## src/rtl/fifo_wr_arbiter.sv

```systemverilog
// ---------------------------------------------------------------------------
// fifo_wr_arbiter
//   Round-robin arbiter sharing one FIFO write port between NUM_SRC producers.
//   A granted producer may write up to BURST_LEN words. The burst ends early
//   when the producer drops its valid. Writes are held off while wr_full is
//   high. One idle cycle always separates two bursts.
//
// Ports
//   clk        : system clock, rising edge
//   rst_n      : synchronous active-low reset
//   src_valid  : per-producer word-available flags
//   src_data   : producer lanes, lane i on [i*DATA_W +: DATA_W]
//   src_ack    : per-producer "word written this cycle"
//   grant      : registered one-hot owner of the write port (zero when idle)
//   busy       : registered, high while a burst is in progress
//   wr_full    : FIFO full flag
//   wr_req     : FIFO write request
//   wr_data    : FIFO write data (zero when idle)
// ---------------------------------------------------------------------------
module fifo_wr_arbiter #(
  parameter int NUM_SRC   = 2,
  parameter int BURST_LEN = 8,
  parameter int DATA_W    = 8
) (
  input  logic                      clk,
  input  logic                      rst_n,
  input  logic [NUM_SRC-1:0]        src_valid,
  input  logic [NUM_SRC*DATA_W-1:0] src_data,
  output logic [NUM_SRC-1:0]        src_ack,
  output logic [NUM_SRC-1:0]        grant,
  output logic                      busy,
  input  logic                      wr_full,
  output logic                      wr_req,
  output logic [DATA_W-1:0]         wr_data
);

  localparam int          PTR_W = (NUM_SRC > 1) ? $clog2(NUM_SRC) : 1;
  localparam int          CNT_W = $clog2(BURST_LEN + 1);
  localparam int unsigned NSRC  = NUM_SRC;

  typedef enum logic {
    ST_IDLE,
    ST_BURST
  } state_t;

  state_t             state_q, state_d;
  logic [NUM_SRC-1:0] grant_q, grant_d;
  logic               busy_q,  busy_d;
  logic [PTR_W-1:0]   ptr_q,   ptr_d;
  logic [CNT_W-1:0]   cnt_q,   cnt_d;

  logic               in_burst;
  logic               owner_valid;
  logic [PTR_W-1:0]   owner_idx;
  logic [PTR_W-1:0]   ptr_next;
  logic               burst_last;
  logic [NUM_SRC-1:0] pick_oh;
  logic               pick_found;

  assign in_burst = (state_q == ST_BURST);

  // grant_q is one-hot, so masking valid with it selects the owner's valid
  assign owner_valid = |(src_valid & grant_q);

  always_comb begin
    owner_idx = '0;
    for (int unsigned i = 0; i < NSRC; i++) begin
      if (grant_q[i]) owner_idx = PTR_W'(i);
    end
  end

  always_comb begin
    if (32'(owner_idx) == NSRC - 1) ptr_next = '0;
    else                            ptr_next = owner_idx + PTR_W'(1);
  end

  // Rotating priority: scan indices at/after ptr first, then wrap to the
  // indices below ptr. Two ordered passes avoid a modulo on the index.
  always_comb begin
    pick_oh    = '0;
    pick_found = 1'b0;
    for (int unsigned i = 0; i < NSRC; i++) begin
      if (!pick_found && src_valid[i] && (i >= 32'(ptr_q))) begin
        pick_oh[i] = 1'b1;
        pick_found = 1'b1;
      end
    end
    for (int unsigned i = 0; i < NSRC; i++) begin
      if (!pick_found && src_valid[i] && (i < 32'(ptr_q))) begin
        pick_oh[i] = 1'b1;
        pick_found = 1'b1;
      end
    end
  end

  // rst_n gates the request so a burst interrupted by reset writes nothing
  // in the reset cycle itself
  assign wr_req  = rst_n & in_burst & owner_valid & ~wr_full;
  assign src_ack = grant_q & {NUM_SRC{wr_req}};

  always_comb begin
    wr_data = '0;
    for (int unsigned i = 0; i < NSRC; i++) begin
      if (in_burst && grant_q[i]) wr_data = src_data[i*DATA_W +: DATA_W];
    end
  end

  assign burst_last = (cnt_q == CNT_W'(BURST_LEN - 1));

  always_comb begin
    state_d = state_q;
    grant_d = grant_q;
    busy_d  = busy_q;
    ptr_d   = ptr_q;
    cnt_d   = cnt_q;
    case (state_q)
      ST_IDLE: begin
        if (|src_valid) begin
          state_d = ST_BURST;
          grant_d = pick_oh;
          busy_d  = 1'b1;
          cnt_d   = '0;
        end
      end
      ST_BURST: begin
        // valid-low exit takes priority over a wr_full stall
        if (!owner_valid || (wr_req && burst_last)) begin
          state_d = ST_IDLE;
          grant_d = '0;
          busy_d  = 1'b0;
          cnt_d   = '0;
          ptr_d   = ptr_next;
        end else if (wr_req) begin
          cnt_d = cnt_q + CNT_W'(1);
        end
      end
      default: begin
        state_d = ST_IDLE;
        grant_d = '0;
        busy_d  = 1'b0;
      end
    endcase
  end

  always_ff @(posedge clk) begin
    if (!rst_n) begin
      state_q <= ST_IDLE;
      grant_q <= '0;
      busy_q  <= 1'b0;
      ptr_q   <= '0;
      cnt_q   <= '0;
    end else begin
      state_q <= state_d;
      grant_q <= grant_d;
      busy_q  <= busy_d;
      ptr_q   <= ptr_d;
      cnt_q   <= cnt_d;
    end
  end

  assign grant = grant_q;
  assign busy  = busy_q;

endmodule

```

## config.mk

```make
export PLATFORM = sky130hd
export DESIGN_NAME = fifo_wr_arbiter
export DESIGN_NICKNAME = d
export VERILOG_FILES = /design/src/rtl/fifo_wr_arbiter.sv
export SDC_FILE = /design/constraint.sdc
export NUM_CORES = 1
export LEC_CHECK = 0
export ABC_CLOCK_PERIOD_IN_PS = 1300
export CORE_MARGIN = 5
export CORE_UTILIZATION = 32
export CTS_BUF_LIST = sky130_fd_sc_hd__clkbuf_4 sky130_fd_sc_hd__clkbuf_8 sky130_fd_sc_hd__clkbuf_16
export CTS_CLUSTER_SIZE = 24
export DETAILED_ROUTE_END_ITERATION = 16
export HOLD_SLACK_MARGIN = 0.02
export PLACE_DENSITY = 0.73
export SLEW_MARGIN = 0
export SYNTH_ARGS = -nofsm -noshare
export SYNTH_HDL_FRONTEND = slang
export SYNTH_SLANG_ARGS = --single-unit
```

## constraint.sdc

```tcl
create_clock -name clk -period 1.3 [get_ports clk]
set_input_delay 0.26 -clock clk [delete_from_list [all_inputs] [get_ports clk]]
set_output_delay 0.26 -clock clk [all_outputs]
set_load 0.05 [all_outputs]
```

Word level (Yosys, flattened, before mapping)
Cells that the tools add are included.

$add $sub $neg: 2. $mul: 0. Divide/modulo/power cells: 0. Magnitude comparators: 2. Eq/ne operators: 4. Shift operators: 0. Muxes and demuxes: 21. Bitwise logic cells: 7. Reductions and logical operators: 16.

Operators by type and width (number): 2-to-1 mux 8 bit (2); 2-to-1 mux 4 bit (3); 2-to-1 mux 1 bit (10); one-hot mux 4 bit (2 select lines) (1); logical AND 1 bit (7); AND reduction 2 bit (3); adder 4 x 1 -> 4 bit (second input constant) (1); AND 2 bit (2); equality test 4 x 3 -> 1 bit (second input constant) (1); 2-to-1 mux 2 bit (2); one-hot mux 1 bit (2 select lines) (2); one-hot mux 2 bit (2 select lines) (1); OR reduction 2 bit (2); AND 1 bit (3); logical NOT 1 bit (3); != test 3 x 2 -> 1 bit (second input constant) (1); != test 2 x 1 -> 1 bit (second input constant) (1); != test 2 bit (second input constant) (1); inverter 1 bit (2); adder 1 bit (second input constant) (1); >= comparator 1 bit (first input constant) (1); logical OR 1 bit (1); less-than comparator 1 bit (first input constant) (1).

Bits in registers: 9. Bits in latches: 0. Bits in writable memories: 0. Memory bits (read-only): 0. Input bits: 21. Output and inout bits: 14. Logic and storage cells: 57. Memories: 0.

Logic depth before layout (Yosys ltp)
Gate-level depths: netlist of run 1.

Depth after elaboration: 12. Depth in mapped cells: 5. Mapped depth without buffers: 5.

Worst setup path before layout of run 1
Ideal clock, no wire load.

Kind: register to output. Start point: register grant_q[0] (netlist: grant[0]). End point: output src_ack[0]. Arrival: 2.694 ns. Data required time: 1.040 ns. Slack: -1.654 ns. Cell stages (with the launch flop): 4. Buffers on the path: 0. Path through: dfxtp_1 > a22oi_2 > nor3_1 > and2_1.

Word-level cells in the longest chain between the ends: 5.

Ends and longest elaborated chain: start, declared (line 47) `logic [NUM_SRC-1:0] grant_q, grant_d;`; start signal, assigned (line 154) `grant_q <= grant_d;`; AND 2 bit (line 63) `assign owner_valid = |(src_valid & grant_q);`; OR reduction 2 bit (line 63); AND 1 bit (2 in a row) (line 98) `assign wr_req = rst_n & in_burst & owner_valid & ~wr_full;`; net wr_req (line 33) `output logic wr_req,`; AND 2 bit (line 99) `assign src_ack = grant_q & {NUM_SRC{wr_req}};`; end, declared (line 29) `output logic [NUM_SRC-1:0] src_ack,`.

The timed path passes the listed nets, and every way through them passes these cells.

Worst setup path after layout of run 1
Start point: register grant_q[0] (netlist: grant[0]). End point: output wr_data[1].

Word-level cells in the longest chain between the ends: 3.

Ends and longest elaborated chain: logical AND 1 bit (line 104) `if (in_burst && grant_q[i]) wr_data = src_data[i*DATA_W +: DATA_W];`; 2-to-1 mux 8 bit (2 in a row) (line 104); end, declared (line 34) `output logic [DATA_W-1:0] wr_data`.

No other way between the ends.

==> results.yml, run 1 <==
sta:
  period_minus_slack_ns: 1.523
  period_share: 1.172
  whs_ns: 0.4988
  finClkSkew_ns: 0.01034
  worst_pin_slew_ns: 0.2672
  grt_setup_unrepaired: "yes"
  fmax_ghz: 0.6565
  hold_viol_final: 0
  setup_ws_ns: -0.2233
  relSlewSlack: 0.8196
  slew_viol_final: 0
  setup_viol: 17
routing:
  drc_errors: 0
  drtPass1Iterations: 4
  routed_wl_um: 2109
  drt-wirelength-per-cell_um: 13.97
  viasPerCell: 5.132
  drtIter0Drc: 24
  vias: 775
  drtAntennaViolNets: 0
die:
  fp.coreArea_um2: 1727
  ios: 35
  fp.dieArea_um2: 2747
  die_w_um: 52.41
  start_util: 0.3333
  die_h_um: 52.41
  row_count: 15
run_status:
  run_status: "finished, violations left"
  violations: "negative setup slack"
synthesis:
  yosys.area.top_type_share: 0.3130
  avgSynthCellArea_um2: 8.341
  synth_nets: 91
  synth.area.top_cells: "dfxtp_1, a22oi_1, nor2_1, a22o_1, a21boi_0"
  synth_cells: 69
  synth_cell_types: 31
  synth_seq_cells: 9
  syn_area_um2: 575.6
  synth_warnings: 0
  seq_area_frac_synth: 0.3130
  synth_area_leader_cell: "dfxtp_1"
setup_path:
  worst-r2r-cell-count: 5
  rr_endpoint: "cnt_q[3]"
  path_class: "flop to output port"
  r2r_setup_slack_ns: -0.15
  cp-end-kind: "output port"
  crit_required_ns: 1.04
  worstReg2RegStart: "grant[1]"
  worst_ep_arrival_time_ns: 1.26
  critPathMaxFanout: 4
  startpoint_type: "flop"
hold_path:
  min_path_type: "flop to flop"
  min_path_cells: 2
  min_to: "ptr_q"
  hold_start: "ptr_q"
final_layout:
  num-nets-final: 149
  post-route-util: 0.8543
  final_common_cell: "buf_4"
  final_cell_mix: "buf_4, clkdlybuf4s50_1, buf_12"
  fillCellCount: 101
  drive_gt1_frac: 0.6270
  antennaDiodeCount: 0
  area_growth_pct: 156.3
run:
  cap_viol_max_count: 0
clock_network:
  clk_pin_slew_ns: 0.07
  clk_latency_ns: 0.27
  htree_levels: 1
  cts_buffers: 3
  cts_hold_buf: 0
  max-clock-path-buffers: 2
  cts_tree: "yes"
  root_buffer: "clkbuf_4"
  clkSinkCount: 9
global_route:
  grt-ovfl-total: 0
  globalRouteTotalUtil: 0.1672
  grt_first_pass_wirelength_um: 3367
  antenna_found_initial: 0
  grt_start_max_net_pins: 11
  grt_pass1_vias: 761
place:
  hpwl_um: 1585
  portBuffers: 34
  place_congestion: 0.8422
power_and_ir_drop:
  p_leak_nw: 0.5820
  peakVddDrop_v: 0.0008406
  powerDensity_nw_per_um2: 668.5
==> worst max path at each step <==
| stage | from | end | slack [ns] | cells after the start |
|---|---|---|---|---|
| after global routing | in_burst | wr_data[2] | -0.26 | 5 |
| final | grant[0] | wr_data[1] | -0.22 | 5 |
| after CTS | grant[0] | wr_data[0] | -0.25 | 5 |
| after floorplan | grant[0] | src_ack[0] | -0.45 | 3 |
| after detailed placement | src_valid[0] | cnt_q[3] | -0.52 | 6 |
| after global placement | src_valid[0] | cnt_q[3] | -0.48 | 6 |
==> area by class of cell <==
class / instances / area [um^2] / area share
clock buffer: 4 / 30.03 / 0.02036
timing repair buffer: 57 / 679.4 / 0.4606
sequential: 9 / 191.4 / 0.1298
multi-input combinational: 53 / 531.8 / 0.3605
inverter: 3 / 11.26 / 0.007634
tap: 25 / 31.28 / 0.02120
==> kinds of logic (layout without fill, tap and decap cells) <==
kind of cell / after synthesis / after routing / share of synthesized area
flops: 9 / 9 / 0.3130
fa+ha+maj: 1 / 1 / 0.02174
buf+inv: 7 / 64 / 0.05218
mux: 1 / 1 / 0.01956
simple gates: 26 / 26 / 0.2413
compound gates: 25 / 25 / 0.3522
==> sequential cells by signal (all words and copies together), names as in the netlist <==
| name | cells |
|---|---|
| in_burst | 1 |
| busy | 1 |
| ptr_q | 1 |
| cnt_q | 4 |
| grant | 2 |
==> through the flow <==
step	setup TNS (ns)	area (um^2)	total power [mW]	setup WS [ns]	std cells
floorplan	-2.348	705.7	0.5005	-0.4454	69
global placement	-5.200	1324	0.7002	-0.4756	141
detailed placement	-5.613	1324	0.7079	-0.5232	141
CTS	-2.752	1440	0.9835	-0.2541	149
global route	-3.797	1475	1.035	-0.2642	151
finish	-2.698	1475	0.9861	-0.2233	151
==> worst max-delay path, cell delays in order, from the launching register on <==
cell and delay [ns]:
dfxtp_4 0.35, nor2b_4 0.13, buf_6 0.12, a22oi_2 0.19, nor2_4 0.05, buf_12 0.14
==> synthesized netlist by cell type <==
cell and n:
nand3b_1 1, o32ai_1 1, o32a_1 1, nor2_1 9, dfxtp_1 9, buf_4 1, ha_1 1, o311ai_0 1
a31oi_1 1, or2_0 1, nor3_1 1, a211oi_1 1, o21bai_1 1, nand2_1 4, mux2_2 1, a21boi_0 3
inv_1 3, a21boi_2 1, nor3_2 1, a22o_1 3, clkbuf_1 3, or4b_4 1, a211o_1 1, nor2b_1 3
and2_1 2, a21oi_1 1, nand3_1 2, and3_1 1, a22oi_2 1, o211ai_1 1, a22oi_1 8
==> timing repair <==
| item | 4_1_cts | 5_1_grt |
|---|---|---|
| hold endpoints to repair | 0 | 0 |
| buffers inserted | 4 | 2 |
| pin swaps | 24 | 10 |
| gates resized for setup | 24 | 5 |
| setup endpoints to repair | 20 | 21 |
==> power by group <==
group / leakage, nW / switching, mW / internal [mW]
clock network: 0.0184 / 0.108 / 0.139
registers: 0.0763 / 0.0160 / 0.290
logic: 0.487 / 0.207 / 0.226
==> routing by layer <==
layer / wire length [um] / up-vias / track usage / part of all wire
li1: - / 379 / - / -
met1: 905 / 350 / 0.1945 / 0.43
met2: 984 / 44 / 0.2769 / 0.47
met3: 183 / 2 / 0.03419 / 0.087
met4: 36 / 0 / 0.1021 / 0.017
met5: 0 / - / 0 / 0
No activity file was read; power rests on OpenSTA's default activity.
==> run 2: changes to the inputs <==
==> config.mk (replaced) <==
export PLATFORM = sky130hd
export DESIGN_NAME = fifo_wr_arbiter
export DESIGN_NICKNAME = d
export VERILOG_FILES = /design/src/rtl/fifo_wr_arbiter.sv
export SDC_FILE = /design/constraint.sdc
export NUM_CORES = 1
export LEC_CHECK = 0
export ABC_CLOCK_PERIOD_IN_PS = 1600
export CORE_MARGIN = 5
export CORE_UTILIZATION = 35
export CTS_BUF_LIST = sky130_fd_sc_hd__clkbuf_16
export CTS_CLUSTER_SIZE = 24
export DETAILED_ROUTE_END_ITERATION = 16
export HOLD_SLACK_MARGIN = 0.02
export PLACE_DENSITY = 0.76
export SLEW_MARGIN = 0
export SYNTH_ARGS = -nofsm -noshare
export SYNTH_HDL_FRONTEND = slang
export SYNTH_SLANG_ARGS = --single-unit
==> constraint.sdc (replaced) <==
create_clock -name clk -period 1.6 [get_ports clk]
set_input_delay 0.32 -clock clk [delete_from_list [all_inputs] [get_ports clk]]
set_output_delay 0.32 -clock clk [all_outputs]
set_load 0.05 [all_outputs]
==> results.yml, run 2 (synthesized netlist as in run 1, its figures left out) <==
global_route:
  globalRouteTotalUtil: 0.1715
  grt_start_max_net_pins: 11
  grt-ovfl-total: 0
  grt_first_pass_wirelength_um: 3422
  antenna_found_initial: 0
  grt_pass1_vias: 795
clock_network:
  max-clock-path-buffers: 2
  htree_levels: 1
  clk_latency_ns: 0.23
  cts_buffers: 3
  cts_hold_buf: 0
  clk_pin_slew_ns: 0.04
  clkSinkCount: 9
  root_buffer: "clkbuf_16"
  cts_tree: "yes"
sta:
  hold_viol_final: 0
  fmax_ghz: 0.6255
  finClkSkew_ns: 0.001345
  period_minus_slack_ns: 1.599
  setup_viol: 0
  relSlewSlack: 0.7271
  period_share: 0.9992
  slew_viol_final: 0
  worst_pin_slew_ns: 0.4042
  grt_setup_unrepaired: "yes"
power_and_ir_drop:
  p_leak_nw: 0.5230
  switchingPower_mw: 0.2706
  p_comb_frac: 0.305
  p_int_mw: 0.7086
  pwr-share-seq: 0.255
  p_clk_frac: 0.440
  power.share.switching: 0.2764
  peakVddDrop_v: 0.0008174
  powerDensity_nw_per_um2: 742.6
routing:
  drtPass1Iterations: 4
  drtAntennaViolNets: 0
  wl_met1_um: 898
  drt-wirelength-per-cell_um: 16.76
  routed_wl_um: 2195
  drtIter0Drc: 8
  routed-wl-met3_um: 169
  viasPerCell: 5.710
  wl_met2_um: 1084
  vias: 748
  highest_layer: "met4"
  drc_errors: 0
final_layout:
  largest_register: "cnt_q"
  fillCellCount: 75
  stdcell_count: 131
  final_cell_mix: "clkdlybuf4s50_1, buf_12, buf_4"
  multi_input_comb_area_um2: 461.7
  seqCellArea_um2: 188.9
  antennaDiodeCount: 0
  area_growth_pct: 129.1
  post-route-util: 0.8555
  largest_reg_flops: 4
  num-nets-final: 138
  final_common_cell: "clkdlybuf4s50_1"
  drive_gt1_frac: 0.4522
hold_path:
  min_path_cells: 2
  min_to: "ptr_q"
  min_path_type: "flop to flop"
  hold_start: "ptr_q"
run:
  cap_viol_max_count: 0
setup_path:
  startpoint_type: "flop"
  path_class: "flop to output port"
  critPathMaxFanout: 10
  cp_slowest_cell: "dfxtp_4"
  r2r_setup_slack_ns: 0.07
  crit_family: "flip-flops"
  max_stage_delay_ns: 0.36
  cp-end-kind: "output port"
  crit_required_ns: 1.28
  critPathBufInv: 2
  rr_endpoint: "cnt_q[3]"
  worst_ep_arrival_time_ns: 1.28
  cp_cell_sequence: "buf_4 > a22oi_1 > nor2_4 > buf_12"
  worst-r2r-cell-count: 5
  worstReg2RegStart: "cnt_q[0]"
  cp_num_cells: 4
place:
  portBuffers: 34
  hpwl_um: 1637
  place_congestion: 0.7692
  dp.cells: 124
die:
  fp.coreArea_um2: 1541
  fp.dieArea_um2: 2555
  start_util: 0.3734
  ios: 35
  row_count: 14
  die_h_um: 50.55
  die_w_um: 50.55
run_status:
  run_status: "completed"
## run 2: cell types whose count changed in the layout (fill, tap and decap cells not counted), sizes merged
cell / previous run / this run
buf: 37 / 26
clkbuf: 4 / 3
dlygate4sd2: 4 / 3
inv: 3 / 4
clkdlybuf4s15: 0 / 1
## run 2: worst max-delay path by stage
| stage | start | end | slack (ns) |
|---|---|---|---|
| 5_1_grt | grant[1] | wr_data[7] | -0.05 |
| 2_1_floorplan | grant[0] | src_ack[0] | -0.21 |
| 4_1_cts | grant[1] | wr_data[0] | -0.01 |
| 3_3_place_gp | src_valid[0] | src_ack[1] | -0.23 |
| 3_5_place_dp | src_valid[0] | cnt_q[3] | -0.25 |
| 6_report | grant[1] | wr_data[7] | 0.001 |
## run 2: through the flow
stage / setup TNS (ns) / total power [mW] / setup slack, ns / area (um^2) / hold slack, ns
after floorplan: -0.4122 / 0.3908 / -0.2061 / 655.6 / 0.4468
after global placement: -2.228 / 0.5296 / -0.2316 / 1192 / 0.4551
after detailed placement: -2.620 / 0.5354 / -0.2514 / 1192 / 0.4731
after CTS: -0.02031 / 0.9754 / -0.009655 / 1285 / 0.4783
after global routing: -0.2637 / 1.014 / -0.04526 / 1319 / 0.5025
final: 0 / 0.9792 / 0.001283 / 1319 / 0.4788
## run 2: per-layer routing
metal,up-vias,global-route usage
met5,-,0
met1,341,0.1829
met4,0,0.1021
li1,351,-
met3,6,0.02959
met2,50,0.3079
## run 2: worst min-delay path: stages (launching register included)
cell and delay, ns:
dfxtp_1 0.32, nand2_1 0.07, a21boi_2 0.04
## run 2: power groups by stage
stage | clock network, mW | registers, mW | logic, mW
after floorplan | 0 | 0.265 | 0.125
after global placement | 0 | 0.253 | 0.277
after detailed placement | 0 | 0.253 | 0.282
after CTS | 0.438 | 0.252 | 0.286
after global routing | 0.451 | 0.252 | 0.312
final | 0.431 | 0.250 | 0.298
## run 2: what timing repair did
item                                    CTS  global route
buffers inserted                          1             2
pin swaps                                 5             3
gates resized for setup                   8             6
endpoints found under the setup margin   12            12
## run 2: cell type report
class	count	share of cell area
well taps	16	0.01518
repair buffers	46	0.4232
multi-input cells	53	0.3501
clock buffers	3	0.05693
flip-flops and latches	9	0.1433
inverters	3	0.008539
clock inverters	1	0.002846
==> run 3: changes to the inputs <==
--- a/config.mk
+++ b/config.mk
@@ -6,6 +6,7 @@
 export NUM_CORES = 1
 export LEC_CHECK = 0
 export ABC_CLOCK_PERIOD_IN_PS = 1600
+export CAP_MARGIN = 10
 export CORE_MARGIN = 5
 export CORE_UTILIZATION = 35
 export CTS_BUF_LIST = sky130_fd_sc_hd__clkbuf_16
==> results of run 3 <==
Final layout, timing and power as in run 2 (identical DEF).
